===== src/rtl/cw305_reg_cmd_master_pkg.sv =====
// cw305 register-bus command master: opcodes, state encoding, helpers.
// REG_CMD_MASTER_ACK_EN adds the write-acknowledge state.
package cw305_reg_cmd_master_pkg;

  localparam logic [7:0] CMD_OP_WRITE = 8'h00;
  localparam logic [7:0] CMD_OP_READ = 8'h80;
  localparam logic [7:0] ACK_BYTE_DEFAULT = 8'hA5;

  typedef enum logic [3:0] {
    ST_IDLE,
    ST_ADDR_LO,
    ST_ADDR_HI,
    ST_LEN,
    ST_WR_WAIT,
    ST_WR_STROBE,
    ST_RD_ISSUE,
    ST_RD_CAPTURE,
    ST_RD_SEND
`ifdef REG_CMD_MASTER_ACK_EN
    ,
    ST_ACK
`endif
  } state_t;

  // States that present in_ready and consume command bytes.
  function automatic logic takes_input(input state_t s);
    return s inside {ST_IDLE, ST_ADDR_LO, ST_ADDR_HI,
                     ST_LEN, ST_WR_WAIT};
  endfunction

endpackage


===== src/rtl/cw305_reg_cmd_master_out.sv =====
// Single-entry valid/ready holding register for response bytes.
// Shared by the read-return and write-acknowledge paths.
module cw305_cmd_out_reg
  import cw305_reg_cmd_master_pkg::*;
(
  input  logic       clk,
  input  logic       rst,
  input  logic       load,
  input  logic [7:0] load_data,
  output logic [7:0] data,
  output logic       valid,
  input  logic       ready
);

  always_ff @(posedge clk) begin
    if (rst) begin
      data  <= 8'h00;
      valid <= 1'b0;
    end else if (load) begin
      data  <= load_data;
      valid <= 1'b1;
    end else if (valid && ready) begin
      valid <= 1'b0;
    end
  end

endmodule


===== src/rtl/cw305_reg_cmd_master.sv =====
// Byte-stream command parser driving the cw305 register strobe bus.
// REG_CMD_MASTER_ACK_EN: emit pACK_BYTE after each completed write.
module cw305_reg_cmd_master
  import cw305_reg_cmd_master_pkg::*;
#(
  parameter int         pADDR_WIDTH   = 21,
  parameter int         pBYTECNT_SIZE = 8,
  parameter logic [7:0] pACK_BYTE     = ACK_BYTE_DEFAULT
) (
  input  logic                             usb_clk,
  input  logic                             reset_i,
  input  logic [7:0]                       I_in_data,
  input  logic                             I_in_valid,
  output logic                             O_in_ready,
  output logic [7:0]                       O_out_data,
  output logic                             O_out_valid,
  input  logic                             I_out_ready,
  output logic [pADDR_WIDTH-pBYTECNT_SIZE-1:0] reg_address,
  output logic [pBYTECNT_SIZE-1:0]         reg_bytecnt,
  output logic [7:0]                       write_data,
  input  logic [7:0]                       read_data,
  output logic                             reg_read,
  output logic                             reg_write,
  output logic                             reg_addrvalid,
  output logic                             O_busy,
  output logic                             O_cmd_err
);

  localparam int AW = pADDR_WIDTH - pBYTECNT_SIZE;
  localparam int BW = pBYTECNT_SIZE;

  state_t          state_q, state_n;
  logic            is_wr_q, is_wr_n;
  logic [7:0]      lo_q, lo_n;
  logic [AW-1:0]   addr_q, addr_n;
  logic [7:0]      remain_q, remain_n;
  logic [AW-1:0]   raddr_n;
  logic [BW-1:0]   bcnt_n;
  logic [7:0]      wdata_n;
  logic            av_n, rd_n, wr_n, err_n;
  logic            in_take, out_take;
  logic            out_load;
  logic [7:0]      out_load_data;

  cw305_cmd_out_reg u_out (
    .clk       (usb_clk),
    .rst       (reset_i),
    .load      (out_load),
    .load_data (out_load_data),
    .data      (O_out_data),
    .valid     (O_out_valid),
    .ready     (I_out_ready)
  );

  always_ff @(posedge usb_clk) begin
    if (reset_i) begin
      state_q       <= ST_IDLE;
      is_wr_q       <= 1'b0;
      lo_q          <= 8'h00;
      addr_q        <= '0;
      remain_q      <= 8'h00;
      reg_address   <= '0;
      reg_bytecnt   <= '0;
      write_data    <= 8'h00;
      reg_addrvalid <= 1'b0;
      reg_read      <= 1'b0;
      reg_write     <= 1'b0;
      O_cmd_err     <= 1'b0;
      O_in_ready    <= 1'b0;
      O_busy        <= 1'b0;
    end else begin
      state_q       <= state_n;
      is_wr_q       <= is_wr_n;
      lo_q          <= lo_n;
      addr_q        <= addr_n;
      remain_q      <= remain_n;
      reg_address   <= raddr_n;
      reg_bytecnt   <= bcnt_n;
      write_data    <= wdata_n;
      reg_addrvalid <= av_n;
      reg_read      <= rd_n;
      reg_write     <= wr_n;
      O_cmd_err     <= err_n;
      O_in_ready    <= takes_input(state_n);
      O_busy        <= (state_n != ST_IDLE);
    end
  end

  always_comb begin
    state_n       = state_q;
    is_wr_n       = is_wr_q;
    lo_n          = lo_q;
    addr_n        = addr_q;
    remain_n      = remain_q;
    raddr_n       = reg_address;
    bcnt_n        = reg_bytecnt;
    wdata_n       = write_data;
    av_n          = reg_addrvalid;
    rd_n          = 1'b0;
    wr_n          = 1'b0;
    err_n         = 1'b0;
    out_load      = 1'b0;
    out_load_data = read_data;
    in_take       = I_in_valid && O_in_ready;
    out_take      = O_out_valid && I_out_ready;

    unique case (state_q)
      ST_IDLE: begin
        if (in_take) begin
          if (I_in_data == CMD_OP_WRITE ||
              I_in_data == CMD_OP_READ) begin
            is_wr_n = (I_in_data == CMD_OP_WRITE);
            state_n = ST_ADDR_LO;
          end else begin
            err_n = 1'b1;
          end
        end
      end
      ST_ADDR_LO: begin
        if (in_take) begin
          lo_n    = I_in_data;
          state_n = ST_ADDR_HI;
        end
      end
      ST_ADDR_HI: begin
        if (in_take) begin
          // High address bits beyond the register width are dropped.
          addr_n  = AW'({I_in_data, lo_q});
          state_n = ST_LEN;
        end
      end
      ST_LEN: begin
        if (in_take) begin
          remain_n = I_in_data;
          raddr_n  = addr_q;
          bcnt_n   = '0;
          av_n     = 1'b1;
          if (is_wr_q) begin
            state_n = ST_WR_WAIT;
          end else begin
            rd_n    = 1'b1;
            state_n = ST_RD_ISSUE;
          end
        end
      end
      ST_WR_WAIT: begin
        if (in_take) begin
          wdata_n = I_in_data;
          wr_n    = 1'b1;
          state_n = ST_WR_STROBE;
        end
      end
      ST_WR_STROBE: begin
        if (remain_q == 8'h00) begin
`ifdef REG_CMD_MASTER_ACK_EN
          out_load      = 1'b1;
          out_load_data = pACK_BYTE;
          state_n       = ST_ACK;
`else
          av_n    = 1'b0;
          state_n = ST_IDLE;
`endif
        end else begin
          bcnt_n   = reg_bytecnt + 1'b1;
          remain_n = remain_q - 8'd1;
          state_n  = ST_WR_WAIT;
        end
      end
      ST_RD_ISSUE: begin
        state_n = ST_RD_CAPTURE;
      end
      ST_RD_CAPTURE: begin
        out_load = 1'b1;
        state_n  = ST_RD_SEND;
      end
      ST_RD_SEND: begin
        if (out_take) begin
          if (remain_q == 8'h00) begin
            av_n    = 1'b0;
            state_n = ST_IDLE;
          end else begin
            bcnt_n   = reg_bytecnt + 1'b1;
            remain_n = remain_q - 8'd1;
            rd_n     = 1'b1;
            state_n  = ST_RD_ISSUE;
          end
        end
      end
`ifdef REG_CMD_MASTER_ACK_EN
      ST_ACK: begin
        if (out_take) begin
          av_n    = 1'b0;
          state_n = ST_IDLE;
        end
      end
`endif
      default: begin
        av_n    = 1'b0;
        state_n = ST_IDLE;
      end
    endcase
  end

endmodule


===== config.mk =====
export PLATFORM = sky130hd
export DESIGN_NAME = cw305_reg_cmd_master
export DESIGN_NICKNAME = d
export VERILOG_FILES = /design/src/rtl/cw305_reg_cmd_master_pkg.sv /design/src/rtl/cw305_reg_cmd_master_out.sv /design/src/rtl/cw305_reg_cmd_master.sv
export SDC_FILE = /design/constraint.sdc
export NUM_CORES = 1
export LEC_CHECK = 0
export CAP_MARGIN = 10
export CORE_UTILIZATION = 35
export CTS_BUF_LIST = sky130_fd_sc_hd__clkbuf_4
export DETAILED_ROUTE_END_ITERATION = 6
export GPL_TIMING_DRIVEN = 1
export MAX_ROUTING_LAYER = met4
export PLACE_DENSITY = 0.61
export SYNTH_ARGS = -nofsm -noshare
export SYNTH_HDL_FRONTEND = slang
export SYNTH_SLANG_ARGS = --single-unit

===== constraint.sdc =====
create_clock -name usb_clk -period 3.16 [get_ports usb_clk]
set_clock_uncertainty 0.2 [all_clocks]
set_input_delay 0.632 -clock usb_clk [delete_from_list [all_inputs] [get_ports usb_clk]]
set_output_delay 0.632 -clock usb_clk [all_outputs]
set_load 0.005 [all_outputs]

==> results of run 1 <==
[power by group through the flow]
stage / Combinational [mW] / Clock, mW / Sequential [mW]
6_report: 0.0673 / 0.629 / 0.986
5_1_grt: 0.0725 / 0.697 / 0.987
3_5_place_dp: 0.0670 / 0 / 1.01
3_3_place_gp: 0.0674 / 0 / 1.01
2_1_floorplan: 0.0235 / 0 / 1.01
4_1_cts: 0.0676 / 0.647 / 0.986
[worst max-delay path, stage by stage]
cell and delay (ns):
clkdlybuf4s50_1 0.58, nor4bb_1 0.34, nand3_1 0.25, o21a_4 0.28, or4_1 0.48, a21oi_1 0.14
[cell usage in the layout, fill, tap and decap left out, drive strengths merged, types with 3 or more instances in the layout]
cell	count
a211o	3
a21oi	48
and3	3
buf	11
clkbuf	9
clkdlybuf4s50	62
clkinv	3
dfxtp	78
inv	8
mux2i	27
nand2	53
nand3	7
nand3b	5
nand4	4
nor2	49
nor3	3
nor4	3
o211ai	3
o21ai	24
or3	6
or4	4
[synthesized netlist by cell type (3+ instances only)]
cell type,instances
o211ai_1,3
nand2_1,53
dfxtp_1,78
inv_1,6
nand3b_1,5
nand3_1,7
nand4_1,4
nor2_1,49
a21oi_1,48
o21ai_0,24
a211o_1,3
nor3_1,3
and3_1,3
mux2i_1,27
buf_2,4
or4_1,4
clkbuf_1,19
or3_1,6
[how the worst max path moves through the flow]
stage | depth (start not counted) | to | startpoint | slack [ns]
after global routing | 7 | remain_q[4]$_SDFFE_PP0P_ | remain_q[0]$_SDFFE_PP0P_ | 0.46
after detailed placement | 6 | reg_bytecnt[7]$_SDFFE_PP0P_ | I_in_valid | 0.24
final | 6 | reg_bytecnt[7]$_SDFFE_PP0P_ | I_in_valid | 0.60
after global placement | 6 | reg_bytecnt[7]$_SDFFE_PP0P_ | I_in_valid | 0.26
after floorplan | 7 | remain_q[4]$_SDFFE_PP0P_ | I_in_valid | 0.89
after CTS | 6 | reg_bytecnt[7]$_SDFFE_PP0P_ | I_in_valid | 0.66
[routing by layer]
layer  track usage, %  part of all wire (%)
met5                -                     0
met4             7.92                   2.7
met3             4.96                   5.7
met2             26.7                    44
met1             23.6                    48
[per-stage QoR]
stage	setup WS (ns)	instances	power (mW)
after floorplan	0.891	382	1.03
after global placement	0.264	538	1.08
final	0.605	554	1.68
after CTS	0.659	554	1.70
after detailed placement	0.245	538	1.08
after global routing	0.461	554	1.76
[kinds of logic (layout without fill, tap and decap cells)]
logic type                 after synthesis  after routing  synth area share [%]
AOI/OAI and AO/OA                       93             93                  17.0
adders and majority gates                2              2                 0.765
buffers and inverters                   31             95                  4.06
DFF                                     78             78                  47.8
muxes                                   27             27                  8.27
and+or+nand+nor                        151            151                  22.2
[area by class of cell]
type	count	area (um2)
Clock buffer	9	67.6
Clock inverter	7	81.3
Fill cell	866	4750
Inverter	6	22.5
Multi-Input combinational cell	273	1580
Sequential cell	78	1560
Tap cell	108	135
Timing Repair Buffer	73	701
[registers in the layout, indices dropped and copies added (netlist names), 4 cells and up]
| signal | cells |
|---|---|
| reg_address | 13 |
| u_out.data | 8 |
| lo_q | 8 |
| addr_q | 13 |
| write_data | 8 |
| state_q | 4 |
| reg_bytecnt | 8 |
| remain_q | 8 |
==> metrics.txt, run 1 <==
Hold WC Path Type reg2reg; core area 0.00889 mm2; EDFF count, synth 0; max-slew violation count 0; clk buf depth 2; Hold Path Cell Cnt 2; power share of the clock group between 30 and 40%; antenna cells 0; Post-synth ARST share 0%; number of global-route vias before repair around 2800; Max VDD drop between 0.0003 and 0.0004 V; switching part of the total between 20% and 30%; Worst EP required 3.32 ns; relative slew slack 41.0%; Initial Util roughly 37%; sequential cell area fraction in the yosys report 47.8%; MaxCap Viol Count 0; final wirelength 7.98 mm; post-synth top area share between 40% and 50%; P&R area growth vs syn 26.8%; Num CTS Buffers 9; die span in y 98.7 um; Area contributors post-synth dfxtp_1, mux2i_1, a21oi_1; sequential share of power slightly below 60%; gpl congestion a little over 0.8; total grt overflow 0; Nets 463; full die area 0.00973 mm2; row count 34; Hold Crit Start addr_q[11]$_SDFFE_PP0P_; Worst EP arrival 2.72 ns; critical path type in2reg; Post-CTS Setup Inserts 0; status complete, no violations; Synth cell types 45; Hold Fails Final Rpt 0; CTS resizes 0; fin crit period 2.56 ns; number of vias per cell 5.27; worst-path maximum fanout 28; H-tree Lvls 3; Warnings, synthesis 0; cts hold-fix bufs 0; # IOs between 60 and 70; RSZ-0062 raised after global routing false; port bufs 63; synthesized flop and latch total 78; setup violators final 0; utilization after layout 46.6%; Gate Count Post-Synth 382; Post-Syn Area 0.00327 mm2; cell area after placement 0.00400 mm2; largest net degree at the start of global routing 70; worst r2r src state_q[3]$_SDFF_PP0_; first-pass GRT wire length 13.6 mm; Detail Route Antenna Nets 0; 1st-iter DRT viols 195; CP endpoint kind register; WHS 0.261 ns; post-synth top area cell dfxtp_1; initial antenna violation count 0; die width 98.7 um; Worst-path clk slew between 0.1 and 0.15 ns; Hold Path End reg_address[11]$_SDFFE_PP0P_; dominant synthesized flop cell dfxtp_1; drt first pass iters 4; P per Cell Area 406 mW/mm2; internal power between 1 and 1.5 mW; CTS tree done; R2R cell count 5; startpoint type of the worst setup path input port; Leak Pwr 1.61 nW; Sum Neg Setup Slack 0 ns; maximum clock frequency 391 MHz; DRC viols 0; vias 2921; Switch Pwr 417 uW; crit share post-route roughly four fifths; synthesized net count 404; average wire per standard cell 14.4 um; reg2reg end reg_bytecnt[7]$_SDFFE_PP0P_; HPWL Detailed 5.27 mm; FF-to-FF setup slack 0.69 ns; Overall Global Routing Usage 18.2%; Avg Cell Area, Syn 8.56 um2; Finished Cell Area 0.00414 mm2; root buf cell clkbuf_4; CTS Sinks between 70 and 80; fraction of layout cells with a size suffix above 1 7.17%; Clock Latency Late Sink 0.43 ns; Least-Margin Pin Slew 0.885 ns; combinational share of power 4.0%
No activity file was read; power rests on OpenSTA's default activity.
==> run 2: changes to the inputs <==
==> constraint.sdc (replaced) <==
create_clock -name usb_clk -period 2.5 [get_ports usb_clk]
set_clock_uncertainty 0.2 [all_clocks]
set_input_delay 0.5 -clock usb_clk [delete_from_list [all_inputs] [get_ports usb_clk]]
set_output_delay 0.5 -clock usb_clk [all_outputs]
set_load 0.005 [all_outputs]
==> run 2 against run 1 <==
Global-route usage fell by 0.66 points. Critical path depth grew 2. Clock power rose by 43%. Core utilization increased by 2.6 points. Sequential cell count stayed put. Critical path type is now reg2reg. Largest cell class unchanged. Highest routed layer unchanged.
==> metrics.txt, run 2 (same netlist as run 1, synthesis figures left out) <==
most frequent cells in the layout dfxtp_1, clkdlybuf4s50_1, nand2_1, nor2_1, a21oi_1; Least-Margin Pin Slew 0.909 ns; fraction of layout cells with a size suffix above 1 approximately an eighth; die width 98.7 um; placed cell count ~560; max-slew violation count 0; number of global-route vias before repair 2766; vias 2971; Overall Global Routing Usage 17.6%; Max VDD drop 0.000353 V; H-tree Lvls 3; Hold WC Path Type in2reg; clk buf depth 2; R2R cell count 8; total grt overflow 0; Hold Path Cell Cnt 3; cell area after placement 0.00418 mm2; row count 34; maximum clock frequency 411 MHz; antenna cells 0; cts hold-fix bufs 0; HPWL Detailed approximately 5.6 mm; final-layout fill cell count 855; status complete, no violations; P&R area growth vs syn 33.8%; setup violators final 0; Clock Latency Late Sink around 0.42 ns; utilization after layout around half; gpl congestion around 0.86; CTS tree done; largest net degree at the start of global routing 70; WHS 0.241 ns; Detail Route Antenna Nets 0; crit share post-route a little over nine tenths; Num CTS Buffers 9; core area 0.00889 mm2; most common cell after layout, fill and taps aside dfxtp_1; P per Cell Area slightly above 500 mW/mm2; drt first pass iters 4; initial antenna violation count 0; Worst-path clk slew 0.14 ns; Leak Pwr 1.73 nW; port bufs 63; MaxCap Viol Count 0; registers with the most flip-flops addr_q x13, reg_address x13; relative slew slack about two fifths; CTS Sinks 78; CP endpoint kind register; full die area approximately 0.0097 mm2; Worst EP required 2.67 ns; die span in y between 90 and 100 um; first-pass GRT wire length between 10 and 15 mm; # IOs 64; 1st-iter DRT viols 132; Initial Util a little under two fifths; final std cells w/o fill 576; total power 2.24 mW; Worst EP arrival ~2.6 ns; Nets 485; critical path type reg2reg; worst-path maximum fanout 4; startpoint type of the worst setup path register; final wirelength 8.11 mm; root buf cell clkbuf_4; fin crit period 2.43 ns; Finished Cell Area approximately 0.0044 mm2; average wire per standard cell roughly 14 um; Hold Fails Final Rpt 0; number of vias per cell about 5.2; DRC viols 0
run 2: what timing repair did:
item	CTS	global route
setup endpoints to repair	0	11
gates resized for setup	0	2
buffers inserted	0	3
run 2: area by class of cell:
class | instances | area (um2) | area share (%)
timing repair buffer | 95 | 903 | 20.7
multi-input combinational | 273 | 1580 | 36.2
clock buffer | 9 | 67.6 | 1.54
inverter | 6 | 22.5 | 0.515
sequential | 78 | 1560 | 35.7
tap | 108 | 135 | 3.09
clock inverter | 7 | 103 | 2.35
run 2: metal layers:
| metal | routed length, um | part of all wire, % | GRT usage, % | up-vias |
|---|---|---|---|---|
| li1 | - | - | - | 1505 |
| met1 | 3840 | 47 | 21.7 | 1377 |
| met2 | 3710 | 46 | 28.4 | 78 |
| met3 | 456 | 5.6 | 5.18 | 11 |
| met4 | 102 | 1.3 | 4.02 | 0 |
| met5 | 0 | 0 | - | - |
run 2: critical path: stages (launching register included):
cell and delay, ns:
dfxtp_1 0.34, inv_1 0.09, ha_2 0.22, or4b_4 0.50
nor4_4 0.34, buf_4 0.19, o32a_1 0.16, and3b_1 0.18
o2111a_1 0.17
run 2: worst paths after layout:
kind | start | end | slack (ns)
worst min-delay path | reset_i | remain_q[0]$_SDFFE_PP0P_ | 0.24
worst max-delay path | remain_q[0]$_SDFFE_PP0P_ | O_in_ready$_SDFF_PP0_ | 0.07
worst min register to register | reg_address[8]$_SDFFE_PP0P_ | reg_address[8]$_SDFFE_PP0P_ | 0.26
worst max register to register | remain_q[0]$_SDFFE_PP0P_ | O_in_ready$_SDFF_PP0_ | 0.07
run 2: per-stage QoR:
step                      setup slack, ns  setup TNS (ns)
after floorplan                     0.276               0
after global placement             -0.105          -0.227
after detailed placement           -0.106          -0.348
after CTS                          0.0459               0
after global routing              -0.0387          -0.166
final                              0.0667               0
run 2: power by group:
part           internal, mW  switching, mW  leakage, nW  total, mW
sequential             1.24        0.00229        0.628       1.25
clock                 0.420          0.477       0.0879      0.897
combinational        0.0493         0.0471         1.01     0.0964
==> run 3: changes to the inputs <==
--- a/config.mk
+++ b/config.mk
@@ -6,6 +6,7 @@
 export NUM_CORES = 1
 export LEC_CHECK = 0
 export CAP_MARGIN = 10
+export CORE_ASPECT_RATIO = 0.9
 export CORE_UTILIZATION = 35
 export CTS_BUF_LIST = sky130_fd_sc_hd__clkbuf_4
 export DETAILED_ROUTE_END_ITERATION = 6
==> constraint.sdc (replaced) <==
create_clock -name usb_clk -period 2.51 [get_ports usb_clk]
set_clock_uncertainty 0.2 [all_clocks]
set_input_delay 0.502 -clock usb_clk [delete_from_list [all_inputs] [get_ports usb_clk]]
set_output_delay 0.502 -clock usb_clk [all_outputs]
set_load 0.005 [all_outputs]
==> run 3 against run 2 <==
Non-clock buffer count is 4 higher. Critical path depth fell by 1. Register-to-register slack better by 0.05 ns. Sequential cell count is the same. Setup slack better by 0.048 ns. First-iteration DRC count rose by 52%. Critical path type unchanged. Largest power group unchanged.
==> metrics.txt, run 3 (same netlist as run 1, synthesis figures left out) <==
P&R area growth vs syn 34.7%; final wirelength 8.14 mm; Post-Place Worst Slack -0.102 ns; first-pass GRT wire length about 14 mm; number of global-route vias before repair 2773; full die area between 0.009 and 0.01 mm2; Worst EP required 2.68 ns; core area 0.00908 mm2; max-slew violation count 0; fraction of layout cells with a size suffix above 1 between 10% and 20%; total grt overflow 0; Hold Fails Final Rpt 0; MaxCap Viol Count 0; slack of the critical path 0.115 ns; startpoint type of the worst setup path register; maximum clock frequency 418 MHz; utilization after layout 48.5%; Clock Latency Late Sink 0.43 ns; most common cell after layout, fill and taps aside dfxtp_1; # IOs 64; H-tree Lvls 3; vias 2969; largest net degree at the start of global routing 70; drt first pass iters 4; Detail Route Antenna Nets 0; DRC viols 0; 1st-iter DRT viols 200; status complete, no violations; relative slew slack 53.1%; Worst EP arrival approximately 2.6 ns; root buf cell clkbuf_4; setup violators final 0; row count 33; number of vias per cell 4.99; die width 104 um; clk buf depth 2; crit share post-route 95.4%; Worst-path clk slew between 0.1 and 0.15 ns; Initial Util 36.0%; average wire per standard cell about 14 um; initial antenna violation count 0; Nets 490; fin crit period 2.39 ns; CTS Sinks 78; gpl congestion 0.841; critical path type reg2reg; most frequent cells in the layout dfxtp_1, clkdlybuf4s50_1, nand2_1, nor2_1, a21oi_1; Max VDD drop 0.000313 V; Overall Global Routing Usage 18.1%; antenna cells 0; CP endpoint kind register; worst-path maximum fanout 6; Hold WC Path Type in2reg; P per Cell Area 482 mW/mm2; die span in y about 94 um; CTS tree done; port bufs 63; Least-Margin Pin Slew 0.704 ns; HPWL Detailed approximately 5.5 mm; Num CTS Buffers 9; registers with the most flip-flops addr_q x13, reg_address x13; Leak Pwr 1.73 nW
## run 3: changes by cell type in the layout (fill, tap and decap cells not counted), sizes merged
cell	delta
clkinv	+1
buf	+4
clkinvlp	+1
o21a	+1
inv	-1
bufinv	-1
## run 3: area by class of cell
type,instances,area (um2)
Fill cell,910,4680
Tap cell,122,153
Clock buffer,9,67.6
Multi-Input combinational cell,274,1600
Sequential cell,78,1560
Clock inverter,7,80.1
Timing Repair Buffer,99,925
Inverter,6,22.5
## run 3: worst max-delay path, cell delays in order, from the launching register on
cell and delay [ns]:
dfxtp_1 0.33, inv_1 0.09, ha_2 0.21, or4b_4 0.49
nor4_4 0.39, o21ai_0 0.28, a31oi_1 0.23, o21a_1 0.12
## run 3: through the flow
stage          hold WS [ns]  area [um2]  power [mW]  TNS (ns)  instances
2_1_floorplan         0.232        3270        1.30         0        382
3_3_place_gp          0.242        4200        1.36    -0.239        574
3_5_place_dp          0.246        4200        1.36    -0.355        574
4_1_cts               0.190        4350        2.16         0        590
5_1_grt               0.215        4410        2.21    -0.117        595
6_report              0.219        4410        2.12         0        595
## run 3: power breakdown
group          switching [mW]  leakage (nW)  internal [mW]
Clock                   0.474        0.0735          0.315
Sequential            0.00199         0.628           1.24
Combinational          0.0459          1.03         0.0478
## run 3: routing by layer
layer,vias up,part of all wire (%),GRT usage [%]
met4,0,1.6,5.95
met2,87,43,27.1
met5,-,0,-
met3,14,5.6,5.62
li1,1513,-,-
met1,1355,49,23.3
## run 3: timing repair
action                     4_1_cts  5_1_grt
resized for setup                0        4
setup endpoints to repair        0        9
buffers inserted                 0        4
hold buffers                     0        0
## run 3: final timing paths
check / depth (start not counted) / to / slack, ns / startpoint
hold / removal: 3 / remain_q[0]$_SDFFE_PP0P_ / 0.22 / reset_i
hold reg to reg: 2 / reg_address[9]$_SDFFE_PP0P_ / 0.26 / reg_address[9]$_SDFFE_PP0P_
setup / recovery: 7 / remain_q[0]$_SDFFE_PP0P_ / 0.12 / remain_q[0]$_SDFFE_PP0P_
setup reg to reg: 7 / remain_q[0]$_SDFFE_PP0P_ / 0.12 / remain_q[0]$_SDFFE_PP0P_
